### config.mk
export PLATFORM = sky130hd
export DESIGN_NAME = io_in_conditioner
export DESIGN_NICKNAME = d
export VERILOG_FILES = /design/src/rtl/io_cond_pkg.sv /design/src/rtl/io_cond_bit.sv /design/src/rtl/io_in_conditioner.sv
export SDC_FILE = /design/constraint.sdc
export NUM_CORES = 1
export LEC_CHECK = 0
export ABC_AREA = 1
export BUFFER_PORTS_ARGS = -buffer_cell sky130_fd_sc_hd__buf_2
export CAP_MARGIN = 10
export CORE_MARGIN = 1.5
export CORE_UTILIZATION = 60
export DETAILED_ROUTE_END_ITERATION = 6
export HOLD_SLACK_MARGIN = 0.05
export PLACE_DENSITY = 0.89
export SYNTH_ARGS = -nofsm -noshare
export SYNTH_HDL_FRONTEND = slang
export SYNTH_HIERARCHICAL = 1
export SYNTH_SLANG_ARGS = --single-unit
### constraint.sdc
create_clock -name mclk -period 1.92 [get_ports mclk]
set_input_delay 0.288 -clock mclk [delete_from_list [all_inputs] [get_ports mclk]]
set_output_delay 0.288 -clock mclk [all_outputs]
set_load 0.01 [all_outputs]
### src/rtl/io_cond_pkg.sv
// Shared constants for the input conditioner: debounce default, reset level
// and the per-pin edge-select encoding.
package io_cond_pkg;

  localparam int unsigned DEB_CYCLES_DEF = 50000;
  localparam logic        RST_BIT_DEF    = 1'b0;

  localparam logic EDGE_RISE = 1'b0;
  localparam logic EDGE_FALL = 1'b1;

  // Counter width that holds 0..cycles without wrapping.
  function automatic int unsigned deb_cnt_w(input int unsigned cycles);
    return $clog2(cycles + 1);
  endfunction

endpackage

### src/rtl/io_cond_bit.sv
// One conditioned pin: 2-flop synchroniser, debounce counter, stable level
// and registered edge pulses.
module io_cond_bit
  import io_cond_pkg::*;
#(
  parameter int unsigned DEB_CYCLES = DEB_CYCLES_DEF,
  parameter logic        RST_VAL    = RST_BIT_DEF
) (
  input  logic clk,
  input  logic rst,
  input  logic pin,
  output logic stable,
  output logic rise,
  output logic fall,
  output logic rise_c,
  output logic fall_c
);

  localparam int unsigned    CW       = deb_cnt_w(DEB_CYCLES);
  localparam logic [CW-1:0]  CNT_LAST = CW'(DEB_CYCLES - 1);

  logic          sync1;
  logic          sync2;
  logic [CW-1:0] cnt;
  logic          diff_c;
  logic          take_c;

  assign diff_c = sync2 ^ stable;
  assign take_c = diff_c && (cnt == CNT_LAST);
  // Edge decisions one cycle early so the flag logic can set alongside the pulse.
  assign rise_c = take_c & sync2;
  assign fall_c = take_c & ~sync2;

  always_ff @(posedge clk) begin
    if (rst) begin
      sync1  <= RST_VAL;
      sync2  <= RST_VAL;
      stable <= RST_VAL;
      cnt    <= '0;
      rise   <= 1'b0;
      fall   <= 1'b0;
    end else begin
      sync1 <= pin;
      sync2 <= sync1;
      rise  <= rise_c;
      fall  <= fall_c;
      if (!diff_c || take_c) begin
        cnt <= '0;
      end else begin
        cnt <= cnt + CW'(1);
      end
      if (take_c) begin
        stable <= sync2;
      end
    end
  end

endmodule

### src/rtl/io_in_conditioner.sv
// Debounced input block with per-pin edge pulses and optional edge-flag
// interrupt logic, enabled by defining IO_IN_COND_IRQ_EN.
module io_in_conditioner
  import io_cond_pkg::*;
#(
  parameter int unsigned      WIDTH      = 4,
  parameter int unsigned      DEB_CYCLES = DEB_CYCLES_DEF,
  parameter logic [WIDTH-1:0] RST_VAL    = {WIDTH{RST_BIT_DEF}}
) (
  input  logic             mclk,
  input  logic             puc_rst,
  input  logic [WIDTH-1:0] pin_i,
  output logic [WIDTH-1:0] stable_o,
  output logic [WIDTH-1:0] rise_o,
  output logic [WIDTH-1:0] fall_o,
  input  logic [WIDTH-1:0] irq_en_i,
  input  logic [WIDTH-1:0] irq_edge_i,
  input  logic [WIDTH-1:0] irq_clr_i,
  output logic [WIDTH-1:0] irq_flag_o,
  output logic             irq_o
);

  logic [WIDTH-1:0] rise_c;
  logic [WIDTH-1:0] fall_c;

  for (genvar g = 0; g < WIDTH; g++) begin : g_bit
    io_cond_bit #(
      .DEB_CYCLES (DEB_CYCLES),
      .RST_VAL    (RST_VAL[g])
    ) u_bit (
      .clk    (mclk),
      .rst    (puc_rst),
      .pin    (pin_i[g]),
      .stable (stable_o[g]),
      .rise   (rise_o[g]),
      .fall   (fall_o[g]),
      .rise_c (rise_c[g]),
      .fall_c (fall_c[g])
    );
  end

`ifdef IO_IN_COND_IRQ_EN
  logic [WIDTH-1:0] flag_set_c;

  // Selected edge per pin, gated by enable.
  always_comb begin
    flag_set_c = '0;
    for (int i = 0; i < int'(WIDTH); i++) begin
      flag_set_c[i] = irq_en_i[i] &
                      ((irq_edge_i[i] == EDGE_FALL) ? fall_c[i] : rise_c[i]);
    end
  end

  // Set has priority over clear; enable only masks the output.
  always_ff @(posedge mclk) begin
    if (puc_rst) begin
      irq_flag_o <= '0;
    end else begin
      irq_flag_o <= (irq_flag_o & ~irq_clr_i) | flag_set_c;
    end
  end

  assign irq_o = |(irq_flag_o & irq_en_i);
`else
  logic unused_irq_inputs;

  assign unused_irq_inputs = ^{irq_en_i, irq_edge_i, irq_clr_i, rise_c, fall_c};
  assign irq_flag_o        = '0;
  assign irq_o             = 1'b0;
`endif

endmodule

==> qor.csv, run 1 <==
stage,metric,value,unit
outcome,status,completed,
floorplan,die_x,87.8,um
critical_path,cp-start-kind,flop,
critical_path,cp_slowest_cell,dfxtp_1,
critical_path,critPathBufInv,0,
critical_path,cp_common_cell,nand2_4,
routing,drt_iter0_markers,154,
critical_path,required,2150,ps
critical_path,worstSetupEndpointType,flop,
floorplan,core,6870,um2
floorplan,io-pin-count,35,
cells_and_area,fin_nets,620,
cells_and_area,area.growth.synth_to_final,6.76,%
floorplan,dieArea,7710,um2
clock_tree,clk_pin_slew_worst_paths,90,ps
clock_tree,htreeDepth,3,
critical_path,path_delay_family,simple AND/OR/NAND/NOR gates,
routing,viasPerCell,5.03,
critical_path,cpPeakStageDelay,410,ps
cells_and_area,fillCellCount,541,
clock_tree,cts_resized,0,
routing,wl_per_cell,11.5,um
power_and_ir_drop,finalPower,3.00,mW
placement,placed_cell_area,4430,um2
sta,fin_crit,1480,ps
global_route,grt_pass1_vias,3255,
clock_tree,root_buffer,clkbuf_8,
clock_tree,cts_tree,yes,
sta,finalMaxSlewViolations,0,
cells_and_area,layout_common_cells,"nand2_1, inv_1, nor2_1, dfxtp_1, nor2_2",
global_route,grt_max_degree,17,
clock_tree,clock_latency,350,ps
sta,setup_tns,0,ps
sta,hold_viol,0,
routing,dr.pass1.iters,4,
cells_and_area,drive_above_1_share,0.179,
sta,worst_clock_skew,12.7,ps
cells_and_area,utilization,0.671,
floorplan,rows,30,
clock_tree,numCtsBuffers,9,
sta,fmax,674,MHz
critical_path,cp_max_fo,16,
placement,hpwlAfterDp,5640,um
clock_tree,clockBufferDepth,2,
sta,setup_violations,0,
clock_tree,postCtsSetupRepairBufs,0,
power_and_ir_drop,ir_drop,310,uV
cells_and_area,final_common_cell,nand2_1,
routing,ant_nets,0,
clock_tree,clock_sinks,84,
logic_synthesis,avgSynthCellArea,7.52,um2
routing,via_count,3513,
power_and_ir_drop,powerDensity,652,nW/um2
floorplan,initial_core_util,0.628,
floorplan,die_h,87.8,um
power_and_ir_drop,p_leak,1.71,nW
logic_synthesis,syn_area,4320,um2
run,maxCapViolations,0,
global_route,grt_first_pass_wirelength,13400,um
critical_path,crit_path_cell_trace,ha_1 > nand3_4 > nor2_4 > nand2_4 > nand2_4 > nor2_1,
routing,drc,0,
sta,period_share,0.772,
placement,place.gp.congestion,0.852,
clock_tree,hold_buffers,0,
worst_hold_path,hold_path.class,input port to flop,
logic_synthesis,ys_warn_count,6,
global_route,grt_use_total,0.220,
critical_path,critPathKind,flop to flop,
placement,portBuffers,17,
logic_synthesis,syn_inst,574,
sta,rsz0062_at_grt,no,
cells_and_area,antennaDiodeCount,0,
global_route,antenna_found_initial,0,
routing,routed_wl,8010,um
cells_and_area,stdcell_area,4610,um2
global_route,grt.overflow.total,0,
critical_path,critical_path_arrival,1720,ps
-- layer usage --
metal,share of wire,track usage
met3,0.037,0.0603
met2,0.53,0.414
met4,0.013,0.0823
met1,0.42,0.232
met5,0,0
-- worst reg2reg max path, stage by stage (launching register included) --
cell and delay (ps):
dfxtp_1 410, ha_1 290, nand3_4 140, nor2_4 180, nand2_4 80, nand2_4 200
nor2_1 90
-- area by class of cell --
type	count	area, um2	area share
Clock buffer	10	128	0.0277
Inverter	88	330	0.0717
Tap cell	96	120	0.0261
Clock inverter	5	53.8	0.0117
Multi-Input combinational cell	397	2200	0.478
Sequential cell	84	1680	0.365
Timing Repair Buffer	18	92.6	0.0201
-- path summary, 6_finish.rpt --
kind | startpoint | endpoint | slack, ps | cells after the start
min | pin_i[0] | g_bit[0].u_bit/sync1 | 150 | 3
max reg2reg | g_bit[3].u_bit/cnt[0] | g_bit[3].u_bit/cnt[15] | 440 | 6
max | g_bit[3].u_bit/cnt[0] | g_bit[3].u_bit/cnt[15] | 440 | 6
min reg2reg | g_bit[2].u_bit/sync1 | g_bit[2].u_bit/sync2 | 390 | 2
-- through the flow --
| stage | setup WS (ps) | std cells | hold slack, ps |
|---|---|---|---|
| 2_1_floorplan | 589 | 578 | 359 |
| 3_3_place_gp | 520 | 683 | 389 |
| 3_5_place_dp | 447 | 683 | 398 |
| 4_1_cts | 428 | 698 | 132 |
| 5_1_grt | 335 | 698 | 125 |
| 6_report | 437 | 698 | 146 |
-- registers in the layout, indices dropped and copies added (netlist names) --
name / count
g_bit.u_bit/sync1: 4
g_bit.u_bit/stable: 4
g_bit.u_bit/rise: 4
g_bit.u_bit/cnt: 64
g_bit.u_bit/sync2: 4
g_bit.u_bit/fall: 4
-- power by group --
part	switching [mW]	total [mW]	internal, mW	leakage, nW
registers	0.00628	1.76	1.75	0.678
logic	0.0439	0.0602	0.0163	0.933
clock network	0.595	1.19	0.590	0.0959
Power figures use the tool's default switching activity.
==> inputs of run 2 (changes only) <==
- clock period: 1.92 -> 1.38 ns (I/O delays scaled with it)
==> run 2 against run 1 <==
Net effect: power is 35% higher; clock-buffer cell count stayed put; sequential share of layout area is 1.4 points lower; hold slack worse by 96 ps; clock skew is 1.1 ps lower; via count is 2.1% higher; setup slack worse by 390 ps; final cell count is 2.4% higher; critical path depth stayed put.
==> qor.csv, run 2 (synthesized netlist as in run 1, its figures left out) <==
stage,metric,value,unit,change
critical_path,critical_path_arrival,1600,ps,was 1720 ps
power_and_ir_drop,ir_drop,479,uV,was 310 uV
sta,rsz0062_at_grt,no,,unchanged
critical_path,worstReg2RegEnd,g_bit[0].u_bit/cnt[10],,was g_bit[3].u_bit/cnt[15]
placement,hpwlAfterDp,5970,um,was 5640 um
worst_hold_path,whs_path_depth,3,,unchanged
routing,viasPerCell,5.02,,was 5.03
cells_and_area,largest_reg_flops,64,,unchanged
placement,dpl_worst_slack,-34.7,ps,was 447 ps
clock_tree,clock_latency,360,ps,was 350 ps
cells_and_area,area.growth.synth_to_final,11.3,%,was 6.76%
critical_path,cp_max_fo,8,,was 16
global_route,use_met2,0.414,,about the same
global_route,use_met1,0.274,,was 0.232
cells_and_area,fin_nets,637,,was 620
floorplan,core,6870,um2,unchanged
clock_tree,clockBufferDepth,2,,unchanged
routing,wl_per_cell,11.9,um,was 11.5 um
routing,ant_nets,0,,unchanged
placement,placed_cells,698,,was 683
floorplan,initial_core_util,0.628,,unchanged
cells_and_area,utilization,0.699,,was 0.671
sta,worst_clock_skew,11.6,ps,was 12.7 ps
critical_path,cp-start-kind,flop,,unchanged
floorplan,die_h,87.8,um,unchanged
global_route,grt_use_total,0.238,,was 0.220
cells_and_area,layout_common_cells,"nand2_1, inv_1, nor2_1, dfxtp_1, nor2_2",,unchanged
sta,finalMaxSlewViolations,0,,unchanged
routing,drt_iter0_markers,122,,was 154
routing,drc,0,,unchanged
routing,dr.pass1.iters,4,,unchanged
worst_hold_path,hold_path.startpoint,pin_i[3],,was pin_i[0]
global_route,grt_max_degree,17,,unchanged
run,maxCapViolations,0,,unchanged
floorplan,io-pin-count,35,,unchanged
worst_hold_path,hold_path.class,input port to flop,,unchanged
cells_and_area,drive_above_1_share,0.215,,was 0.179
cells_and_area,instances_no_fill,715,,was 698
critical_path,r2r_start,g_bit[0].u_bit/cnt[0],,was g_bit[3].u_bit/cnt[0]
critical_path,r2r_setup_slack,50,ps,was 440 ps
placement,place.gp.congestion,0.869,,was 0.852
global_route,gr-max-usage-layer,met2,,unchanged
cells_and_area,final_common_cell,nand2_1,,unchanged
worst_hold_path,hold_end,g_bit[3].u_bit/sync1,,was g_bit[0].u_bit/sync1
floorplan,dieArea,7710,um2,unchanged
global_route,grt_first_pass_wirelength,14500,um,was 13400 um
cells_and_area,fillCellCount,517,,was 541
critical_path,rr_worst_depth,6,,unchanged
clock_tree,clock_sinks,84,,unchanged
sta,period_share,0.966,,was 0.772
global_route,grt.overflow.total,0,,unchanged
clock_tree,root_buffer,clkbuf_8,,unchanged
power_and_ir_drop,powerDensity,843,nW/um2,was 652 nW/um2
global_route,antenna_found_initial,0,,unchanged
sta,fmax,750,MHz,was 674 MHz
placement,portBuffers,17,,unchanged
outcome,status,completed,,unchanged
sta,fin_crit,1330,ps,was 1480 ps
floorplan,die_x,87.8,um,unchanged
clock_tree,clk_pin_slew_worst_paths,80,ps,was 90 ps
floorplan,rows,30,,unchanged
global_route,grt_pass1_vias,3372,,was 3255
cells_and_area,regMostFlops,g_bit.u_bit/cnt,,unchanged
power_and_ir_drop,p_leak,1.78,nW,was 1.71 nW
critical_path,required,1640,ps,was 2150 ps
routing,via_count,3587,,was 3513
sta,hold_viol,0,,unchanged
critical_path,critPathKind,flop to flop,,unchanged
sta,setup_violations,0,,unchanged
clock_tree,cts_tree,yes,,unchanged
cells_and_area,antennaDiodeCount,0,,unchanged
sta,setup_ws,46.9,ps,was 437 ps
global_route,grt_util_met3,0.0462,,was 0.0603
clock_tree,numCtsBuffers,9,,unchanged
routing,routed_wl,8490,um,was 8010 um
critical_path,worstSetupEndpointType,flop,,unchanged
sta,setup_tns,0,ps,unchanged
clock_tree,htreeDepth,3,,unchanged
## run 2: where the power goes
part / total [mW] / internal (mW) / switching (mW)
Combinational: 0.105 / 0.0341 / 0.0714
Clock: 1.50 / 0.634 / 0.867
Sequential: 2.44 / 2.44 / 0.00759
Total: 4.05 / 3.10 / 0.946
## run 2: cell type report
cell class | count | area (um2) | area share
clock buffer | 10 | 128 | 0.0266
clock inverter | 5 | 30.0 | 0.00625
multi-input combinational | 398 | 2290 | 0.478
timing repair buffer | 34 | 215 | 0.0448
inverter | 88 | 330 | 0.0688
tap | 96 | 120 | 0.0250
sequential | 84 | 1690 | 0.351
## run 2: through the flow
stage | total power [mW] | area [um2] | hold WS (ps)
after global placement | 2.59 | 4540 | 391
after floorplan | 2.58 | 4330 | 278
final | 4.05 | 4800 | 50.6
after detailed placement | 2.59 | 4540 | 393
after CTS | 4.07 | 4730 | 50.5
after global routing | 4.21 | 4800 | 55.2
## run 2: how the worst max path moves through the flow
stage                           from                      to  depth (start not counted)
6_report       g_bit[0].u_bit/cnt[0]  g_bit[0].u_bit/cnt[10]                          6
5_1_grt        g_bit[0].u_bit/cnt[0]  g_bit[0].u_bit/cnt[10]                          6
3_3_place_gp   g_bit[0].u_bit/cnt[0]  g_bit[0].u_bit/cnt[15]                          6
2_1_floorplan  g_bit[0].u_bit/cnt[0]  g_bit[0].u_bit/cnt[10]                          7
4_1_cts        g_bit[3].u_bit/cnt[1]  g_bit[3].u_bit/cnt[10]                          6
3_5_place_dp   g_bit[2].u_bit/cnt[1]  g_bit[2].u_bit/cnt[15]                          6
## run 2: per-layer routing
layer / up-vias / share of wire
met1: 1635 / 0.42
met2: 92 / 0.50
met4: 0 / 0.028
li1: 1837 / -
met5: - / 0
met3: 23 / 0.045
## run 2: critical path, stage by stage (launching register included)
cell	delay [ps]
dfxtp_1	350
ha_2	220
nand3_4	120
nor2_4	230
nand2_1	90
xor2_1	170
nor2_2	40
## run 2: timing repair
action                                 CTS  global route
gates resized for setup                  3            14
hold buffers                             1             0
gates cloned                             0             1
setup endpoints to repair               33            63
endpoints found under the hold margin    1             0
pin swaps                                0             7
setup buffers                            0             0
==> inputs of run 3 (changes only) <==
- CTS_BUF_LIST: unset -> sky130_fd_sc_hd__clkbuf_16
- GPL_TIMING_DRIVEN: unset -> 0
- SKIP_CTS_REPAIR_TIMING: unset -> 1
==> run 3 against run 2 <==
Net effect: the run now ends with negative setup slack left; sequential cell count is the same; combinational power grew 7%; non-clock buffer count shrank 2; sequential share of layout area shrank 0.73 points; critical path depth grew 2; register-to-register slack lost 50 ps; setup slack lost 53 ps; core utilization grew 2.3 points; first-iteration DRC count grew 33%; sequential power is essentially flat; largest power group unchanged; highest routed layer unchanged.
==> qor.csv, run 3 (synthesized netlist as in run 1, its figures left out) <==
stage,metric,value,unit,change
outcome,status,finished with violations,,was completed
outcome,violations,negative setup slack,,
sta,fin_crit,1390,ps,was 1330 ps
worst_hold_path,hold_path.class,input port to flop,,unchanged
routing,wl_per_cell,12.7,um,was 11.9 um
power_and_ir_drop,p_sw_frac,0.219,,was 0.234
clock_tree,clock_sinks,84,,unchanged
clock_tree,clock_latency,330,ps,was 360 ps
routing,wl_met3,416,um,was 382 um
global_route,grt_pass1_vias,3429,,was 3372
run,maxCapViolations,0,,unchanged
global_route,grt_max_degree,25,,was 17
sta,fin_hold_ws,96.6,ps,was 50.6 ps
cells_and_area,fillCellCount,492,,was 517
cells_and_area,stdcell_area,4960,um2,was 4800 um2
floorplan,die_h,87.8,um,unchanged
clock_tree,clk_pin_slew_worst_paths,70,ps,was 80 ps
clock_tree,root_buffer,clkbuf_16,,was clkbuf_8
cells_and_area,layout_common_cells,"nand2_1, inv_1, nor2_1, dfxtp_1, nor2_2",,unchanged
sta,fmax,721,MHz,was 750 MHz
floorplan,die_x,87.8,um,unchanged
global_route,grt_use_total,0.238,,about the same
clock_tree,numCtsBuffers,9,,unchanged
floorplan,io-pin-count,35,,unchanged
floorplan,dieArea,7710,um2,unchanged
sta,finalMaxSlewViolations,0,,unchanged
sta,worst_clock_skew,8.68,ps,was 11.6 ps
floorplan,core,6870,um2,unchanged
critical_path,cp_max_fo,10,,was 8
cells_and_area,area.growth.synth_to_final,15.0,%,was 11.3%
power_and_ir_drop,internal_power,3.89,mW,was 3.10 mW
routing,viasPerCell,5.12,,was 5.02
cells_and_area,utilization,0.723,,was 0.699
placement,hpwlAfterDp,5830,um,was 5970 um
placement,place.gp.congestion,0.912,,was 0.869
routing,met2_length,4670,um,was 4270 um
cells_and_area,seq_area,1710,um2,was 1690 um2
critical_path,cp-start-kind,flop,,unchanged
clock_tree,htreeDepth,3,,unchanged
placement,portBuffers,17,,unchanged
cells_and_area,final_common_cell,nand2_1,,unchanged
power_and_ir_drop,clockPowerShare,0.487,,was 0.371
clock_tree,cts_tree,yes,,unchanged
routing,drt_iter0_markers,162,,was 122
power_and_ir_drop,powerDensity,1000,nW/um2,was 843 nW/um2
power_and_ir_drop,p_leak,1.85,nW,was 1.78 nW
cells_and_area,fin_nets,634,,was 637
routing,dr.pass1.iters,5,,was 4
routing,ant_nets,0,,unchanged
sta,setup_ws,-6.47,ps,was 46.9 ps
sta,period_share,1.00,,was 0.966
cells_and_area,multi_input_area,2260,um2,was 2290 um2
clock_tree,clockBufferDepth,2,,unchanged
power_and_ir_drop,ir_drop,725,uV,was 479 uV
cells_and_area,regMostFlops,g_bit.u_bit/cnt,,unchanged
global_route,grt.overflow.total,0,,unchanged
global_route,grt_first_pass_wirelength,14700,um,was 14500 um
power_and_ir_drop,finalPower,4.98,mW,was 4.05 mW
sta,setup_violations,1,,was 0
sta,hold_viol,0,,unchanged
floorplan,rows,30,,unchanged
cells_and_area,antennaDiodeCount,0,,unchanged
power_and_ir_drop,power_frac_comb,0.022,,was 0.026
critical_path,critPathKind,flop to flop,,unchanged
power_and_ir_drop,power_switching,1.09,mW,was 0.946 mW
critical_path,critical_path_arrival,1600,ps,about the same
critical_path,required,1590,ps,was 1640 ps
floorplan,initial_core_util,0.628,,unchanged
placement,placed_cell_area,4540,um2,about the same
routing,via_count,3648,,was 3587
cells_and_area,drive_above_1_share,0.229,,was 0.215
routing,wl_met1,3860,um,was 3600 um
critical_path,worstSetupEndpointType,flop,,unchanged
routing,top_layer_used,met4,,unchanged
routing,drc,0,,unchanged
routing,routed_wl,9060,um,was 8490 um
cells_and_area,largest_reg_flops,64,,unchanged
global_route,antenna_found_initial,0,,unchanged
power_and_ir_drop,sequentialPowerShare,0.491,,was 0.603
-- run 3: cell type report --
cell class,instances,share of cell area
tap,96,0.0242
buffer,9,0.0237
clock buffer,9,0.0454
timing repair buffer,23,0.0262
inverter,88,0.0665
clock inverter,7,0.0151
multi-input combinational,397,0.455
sequential,84,0.344
-- run 3: worst max-delay path, stage by stage, from the launching register on --
cell and delay, ps:
dfxtp_2 360, inv_1 60, nor2_1 140, nand2_1 130
nor2_4 170, nand2_4 80, nand2_4 120, buf_12 160
nor2_2 50
-- run 3: metrics by stage --
step	cells	setup WS [ps]	setup TNS (ps)
finish	713	-6.47	-6.47
global route	713	-31.5	-323
CTS	707	-127	-3900
detailed placement	691	-89.7	-2890
global placement	691	-51.2	-1480
floorplan	578	49.5	0
-- run 3: per-layer routing --
metal  GRT usage  up-vias
li1            -     1831
met1       0.295     1690
met2       0.416      112
met3      0.0377       15
met4      0.0880        0
met5           0        -
-- run 3: power groups by stage --
stage                     combinational (mW)  sequential, mW  clock (mW)
after floorplan                       0.0765            2.50           0
after global placement                 0.104            2.50           0
after detailed placement               0.107            2.50           0
after CTS                              0.109            2.45        2.44
after global routing                   0.124            2.44        2.56
final                                  0.112            2.44        2.42
-- run 3: final timing paths --
path / start / to / slack, ps / cells after the start
setup reg to reg: g_bit[1].u_bit/cnt[14] / g_bit[1].u_bit/cnt[4] / -6 / 8
setup / recovery: g_bit[1].u_bit/cnt[14] / g_bit[1].u_bit/cnt[4] / -6 / 8
hold / removal: pin_i[2] / g_bit[2].u_bit/sync1 / 100 / 3
hold reg to reg: g_bit[2].u_bit/sync1 / g_bit[2].u_bit/sync2 / 410 / 2
